**src/rtl/instruction_fetch.sv**
```systemverilog
// Instruction fetch stage: one outstanding memory request, registered IF/ID
// output with a one-entry skid buffer, and branch redirect with stale-ack drop.
module instruction_fetch (
    input  logic        Clk,
    input  logic        Rst,
    input  logic        Stall,
    input  logic        BranchTaken,
    input  logic [31:0] BranchTarget,
    output logic        IMemReq,
    output logic [31:0] IMemAddr,
    input  logic        IMemAck,
    input  logic [31:0] IMemData,
    output logic [31:0] Instruction,
    output logic [31:0] PCPlus4,
    output logic        Valid
);

    typedef enum logic [1:0] {
        S_IDLE = 2'd0,
        S_REQ  = 2'd1,
        S_HOLD = 2'd2,
        S_DROP = 2'd3
    } state_t;

    state_t      state;
    logic [31:0] fetch_pc;
    logic [31:0] redirect_pc;
    logic [31:0] skid_instr;
    logic [31:0] skid_pc4;
    logic        skid_valid;
    logic [31:0] pc_next;
    logic        consume;

    assign IMemAddr = fetch_pc;
    assign pc_next  = fetch_pc + 32'd4;
    assign consume  = Valid && !Stall;

    always_ff @(posedge Clk or posedge Rst) begin
        if (Rst) begin
            state       <= S_IDLE;
            IMemReq     <= 1'b0;
            fetch_pc    <= '0;
            redirect_pc <= '0;
            skid_instr  <= '0;
            skid_pc4    <= '0;
            skid_valid  <= 1'b0;
            Instruction <= '0;
            PCPlus4     <= '0;
            Valid       <= 1'b0;
        end else begin
            // Default: a consumed word leaves the output unless reloaded below.
            if (consume)
                Valid <= 1'b0;

            if (BranchTaken) begin
                Valid      <= 1'b0;
                skid_valid <= 1'b0;
                unique case (state)
                    S_REQ: begin
                        if (IMemAck) begin
                            fetch_pc <= BranchTarget;
                        end else begin
                            // Request still in flight: its ack must be swallowed.
                            redirect_pc <= BranchTarget;
                            state       <= S_DROP;
                        end
                    end
                    S_DROP: redirect_pc <= BranchTarget;
                    default: begin
                        fetch_pc <= BranchTarget;
                        state    <= S_REQ;
                        IMemReq  <= 1'b1;
                    end
                endcase
            end else begin
                unique case (state)
                    S_IDLE: begin
                        state   <= S_REQ;
                        IMemReq <= 1'b1;
                    end
                    S_REQ: begin
                        if (IMemAck) begin
                            fetch_pc <= pc_next;
                            if (!Valid || !Stall) begin
                                Instruction <= IMemData;
                                PCPlus4     <= pc_next;
                                Valid       <= 1'b1;
                            end else begin
                                skid_instr <= IMemData;
                                skid_pc4   <= pc_next;
                                skid_valid <= 1'b1;
                                state      <= S_HOLD;
                                IMemReq    <= 1'b0;
                            end
                        end
                    end
                    S_HOLD: begin
                        if (consume && skid_valid) begin
                            Instruction <= skid_instr;
                            PCPlus4     <= skid_pc4;
                            Valid       <= 1'b1;
                            skid_valid  <= 1'b0;
                            state       <= S_REQ;
                            IMemReq     <= 1'b1;
                        end
                    end
                    S_DROP: begin
                        if (IMemAck) begin
                            fetch_pc <= redirect_pc;
                            state    <= S_REQ;
                        end
                    end
                endcase
            end
        end
    end

endmodule

```
**config.mk**
```make
export PLATFORM = sky130hd
export DESIGN_NAME = instruction_fetch
export DESIGN_NICKNAME = d
export VERILOG_FILES = /design/src/rtl/instruction_fetch.sv
export SDC_FILE = /design/constraint.sdc
export NUM_CORES = 1
export LEC_CHECK = 0
export ABC_AREA = 1
export CORE_UTILIZATION = 35
export CTS_BUF_LIST = sky130_fd_sc_hd__clkbuf_4 sky130_fd_sc_hd__clkbuf_8
export DETAILED_ROUTE_END_ITERATION = 8
export SLEW_MARGIN = 20
export SYNTH_ARGS = -nofsm -noshare
export SYNTH_HDL_FRONTEND = slang
export SYNTH_SLANG_ARGS = --single-unit
```
**constraint.sdc**
```tcl
create_clock -name Clk -period 22.7 [get_ports Clk]
set_input_delay 5.675 -clock Clk [delete_from_list [all_inputs] [get_ports Clk]]
set_output_delay 5.675 -clock Clk [all_outputs]
set_load 0.1 [all_outputs]
```
* After elaboration in Yosys (flattened, before gate mapping)
Index checks and enable logic that the tools add are counted.
Widths: inputs -> output; s select.
** Storage, ports and cells
- Register bits :: 197
- Input bits :: 69
- Output and inout bits :: 98
** Cells by class
- Add/subtract/negate cells :: 1
- Equality and inequality tests :: 14
- Multiplexer cells :: 41
- Bitwise logic cells :: 2
- Reductions and logical operators :: 19
** Operators by type and width (count)
- $mux 32 :: 11
- $pmux 32 s2 :: 5
- $add 32x3->32 const B :: 1
- $mux 1 :: 14
- $ne 2x2->1 const B :: 7
- $mux 2 :: 6
- $ne 3x3->1 const B :: 4
- $reduce_and 4->1 :: 3
- $reduce_and 5->1 :: 2
- $pmux 2 s4 :: 1
- $reduce_and 6->1 :: 1
- $reduce_bool 3->1 :: 2
- $eq 2x2->1 const B :: 2
- $pmux 1 s2 :: 2
- $pmux 2 s2 :: 1
- $reduce_bool 2->1 :: 2
- $reduce_bool 4->1 :: 1
- $pmux 1 s3 :: 1
- $reduce_and 3->1 :: 1
- $eq 2x1->1 const B :: 1
- $logic_and 1x1->1 :: 2
- $logic_not 1->1 :: 2
- $logic_not 2->1 :: 1
- $not 1->1 :: 2
- 2 further kinds :: 2

* Depth between registers and ports, before layout
- Word-level depth :: 7
- Mapped depth :: 12
- Depth with buffers taken out :: 12

* Worst setup path after synthesis
OpenSTA, ideal clock, no wires.
- Path kind :: in2reg
- Start :: input port BranchTaken
- End :: register fetch_pc[23], in the netlist IMemAddr[23]
- Setup time :: 0.120 ns
- Arrival time :: 6.587 ns
- Data required time :: 22.580 ns
- Setup slack :: 15.993 ns
- Stages on the path :: 8
- Path buffers :: 2
- Cell sequence :: buf_6 inv_2 nand2_1 o211ai_4 buf_4 a21oi_1 nand2_1 nand2_1
** On the way
- Cells in the longest elaborated chain, start to end :: 2
- Elaborated cells between the ends (all ways) :: 4
** Ends and longest elaborated chain
- start: declaration :: RTL line 7 : input logic BranchTaken,
- $ne 2x2->1 (no line) / $reduce_bool 3->1 (equally long branches)
- $reduce_and 4->1 (no line)
- end signal: assignment :: RTL line 61 : fetch_pc <= BranchTarget;
- end signal: assignment :: RTL line 70 : fetch_pc <= BranchTarget;
- end signal: assignment :: RTL line 83 : fetch_pc <= pc_next;
- end: declaration :: RTL line 26 : logic [31:0] fetch_pc;
Several ways; a longest one is shown, not always the timed one.
A chain may end at the register's enable or synchronous reset.

* Worst setup path in the final report
- Start :: register fetch_pc[29], in the netlist IMemAddr[29]
- End :: output port IMemAddr[29]
** RTL lines
- end: declaration :: RTL line 10 : output logic [31:0] IMemAddr,
No word-level cell between the ends.

==> impl_metrics.py <==
metrics = {
    "sta": {
        "skew_ns": 0.0207,
        "min_period_ns": 7.87,
        "holdWs_ns": 0.492,
        "final_max_slew_viol_count": 0,
        "rsz0062_at_grt": "no",
        "hold_viol": 0,
        "fin_crit_sh_pct": 34.7,
        "setup_viol": 0,
        "max_freq_ghz": 0.127,
        "setup-tns-final_ns": 0,
        "relSlewSlack_pct": 28.3,
        "worstMarginPinSlew_ns": 1.07,
    },
    "setup_path": {
        "worst-setup-path-type": "register to output pin",
        "r2r-end": "skid_valid$_DFFE_PP0P_",
        "cp_max_fo": 6,
        "cpMaxStageDelayCell": "clkdlybuf4s50_1",
        "crit_chain": "clkdlybuf4s50_1",
        "critPathBufInv": 1,
        "cp_slowest_stage_delay_ns": 1.20,
        "worst_setup_path_start_kind": "register",
        "cp_data_arrival_time_ns": 2.20,
        "regToRegSetupSlack_ns": 19.84,
        "critPathTopFamily": "buffers and inverters",
        "reg2reg_depth": 8,
        "end_kind": "output pin",
        "cp_data_required_time_ns": 17.02,
        "reg2reg_from": "state[0]$_DFFE_PP0P_",
    },
    "synth": {
        "post-synth-top-area-fraction_pct": 51.1,
        "ys_warn_count": 0,
        "netlist_area_sq_um": 9650,
        "postSynthCellCount": 1210,
        "synth-seq-cells": 197,
        "ys_top_cells_by_area": "dfrtp_1 51%, nand2_1 15%, o21ai_0 7.7%",
        "synth.distinct_cells": 37,
        "yosysSeqAreaShare_pct": 51.1,
        "synth_nets": 1284,
        "synth_top_cell_by_area": "dfrtp_1",
        "avgSynthCellArea_sq_um": 7.97,
    },
    "global_route": {
        "grt_max_degree": 131,
        "grt.overflow.total": 0,
        "grt_pass1_vias": 7407,
        "grt_pass1_wl_um": 39800,
        "antenna_found_initial": 0,
        "grtUsageTotal_pct": 17.8,
    },
    "cells_and_area": {
        "fin_nets": 1410,
        "seq_area_sq_um": 4930,
        "layout_commonest_cell": "nand2_1",
        "layout_common_cells": "379 x nand2_1, 197 x dfrtp_1, 165 x clkdlybuf4s50_1, 148 x o21ai_0, 125 x a21oi_1",
        "areaGrowthSynthToFinish_pct": 22.5,
        "fill_cells": 2686,
        "drive_above_1_share_pct": 5.34,
        "final_core_util_pct": 43.7,
        "multiInputGateArea_sq_um": 3940,
        "antenna_cells": 0,
    },
    "detailed_routing": {
        "firstDrtPassIters": 5,
        "routedWlPerCell_um": 14.5,
        "post-route-drc-count": 0,
        "avgViaCountPerCell": 4.80,
        "antenna_left": 0,
        "drt_wl_total_um": 24500,
        "vias": 8105,
        "drt_iter0_drc": 642,
    },
    "floorplan": {
        "initial_core_util_pct": 35.7,
        "die_y_um": 168,
        "core_sq_um": 27000,
        "num_rows": 60,
        "die_area_sq_um": 28200,
        "ios": 167,
        "die_w_um": 168,
    },
    "clocking": {
        "cts_made_buffers": 17,
        "clkSlewWorstSetupHoldPaths_ns": 0.11,
        "cts-root-buf": "clkbuf_8",
        "cts_tree": "yes",
        "htreeDepth": 4,
        "cts_sinks": 197,
        "hold_buffers": 0,
        "worstSkewPairLatency_ns": 0.47,
        "cts.path.max_buffers": 2,
        "cts_setup_buffers": 0,
        "cts_resized": 0,
    },
    "min_path": {
        "hold_path_depth": 2,
        "min_from": "PCPlus4[27]$_DFFE_PP0P_",
        "worstHoldPathType": "register to register",
        "min_to": "PCPlus4[27]$_DFFE_PP0P_",
    },
    "placement": {
        "gp_congestion": 0.829,
        "io_buffers": 166,
        "dp_hpwl_um": 16600,
    },
    "run_status": {
        "status": "completed",
    },
    "run": {
        "maxCapViolations": 0,
    },
}
-- area by class of cell --
class,count,area share (%)
flip-flops and latches,197,41.7
multi-input cells,838,33.3
repair buffers,175,14.6
well taps,341,3.61
inverters,107,3.47
clock buffers,17,1.98
clock inverters,15,1.31
-- cells in the mapped netlist (all sizes together) --
| cell | instances |
|---|---|
| a22oi | 2 |
| a41oi | 1 |
| nand4 | 2 |
| nand2 | 382 |
| inv | 105 |
| a2bb2oi | 4 |
| buf | 49 |
| nor3 | 1 |
| clkinv | 2 |
| o211ai | 6 |
| o2111ai | 1 |
| o21a | 6 |
| a21oi | 125 |
| o21ai | 156 |
| and2 | 4 |
| ha | 5 |
| nand3 | 15 |
| clkbuf | 19 |
| mux2i | 2 |
| nor2 | 95 |
| a31oi | 2 |
| dfrtp | 197 |
| nand3b | 9 |
| xor2 | 15 |
| mux2 | 5 |
-- layer usage --
layer,share of wire (%),vias up,GRT usage [%]
li1,-,4114,-
met1,52,3764,27.0
met2,44,214,26.4
met3,3.9,13,2.75
met4,0.71,0,3.99
met5,0,-,0
-- how the worst max path moves through the flow --
stage,start,slack (ns),depth (start not counted),to
after floorplan,Rst,11.66,1,IMemAddr[0]$_DFFE_PP0P_
after global placement,BranchTaken,14.47,10,PCPlus4[5]$_DFFE_PP0P_
after detailed placement,IMemAck,14.41,5,skid_pc4[19]$_DFFE_PP0P_
after CTS,IMemAddr[2]$_DFFE_PP0P_,14.79,1,IMemAddr[2]
after global routing,BranchTaken,14.72,10,PCPlus4[6]$_DFFE_PP0P_
final,IMemAddr[29]$_DFFE_PP0P_,14.83,1,IMemAddr[29]
-- tightest hold or removal path, stage by stage (launching register included) --
cell	delay, ns
dfrtp_1	0.35
nand2_1	0.05
o21ai_0	0.06
-- sequential cells by signal, indices dropped and copies added, names as in the netlist --
| name | count |
|---|---|
| IMemAddr | 32 |
| skid_pc4 | 32 |
| state | 2 |
| Valid | 1 |
| PCPlus4 | 32 |
| skid_instr | 32 |
| skid_valid | 1 |
| redirect_pc | 32 |
| IMemReq | 1 |
| Instruction | 32 |
-- per-stage QoR --
stage               area, sq um  instances  worst slack, ns
finish                    11800       1690            14.83
global route              11800       1690            14.72
CTS                       11800       1690            14.79
detailed placement        11400       1658            14.41
global placement          11400       1658            14.47
floorplan                  9650       1210            11.66
-- cells by family after synthesis --
family,synth area share (%)
adder cells (fa/ha/maj),0.648
flip-flops,51.1
AND/OR/NAND/NOR,21.2
AO/OA/AOI/OAI,16.5
buffers and inverters,8.25
XOR/XNOR,1.52
multiplexers,0.791
Power is not shown: default switching activity piles up to over one toggle a cycle in this logic, so the estimate is an artifact.
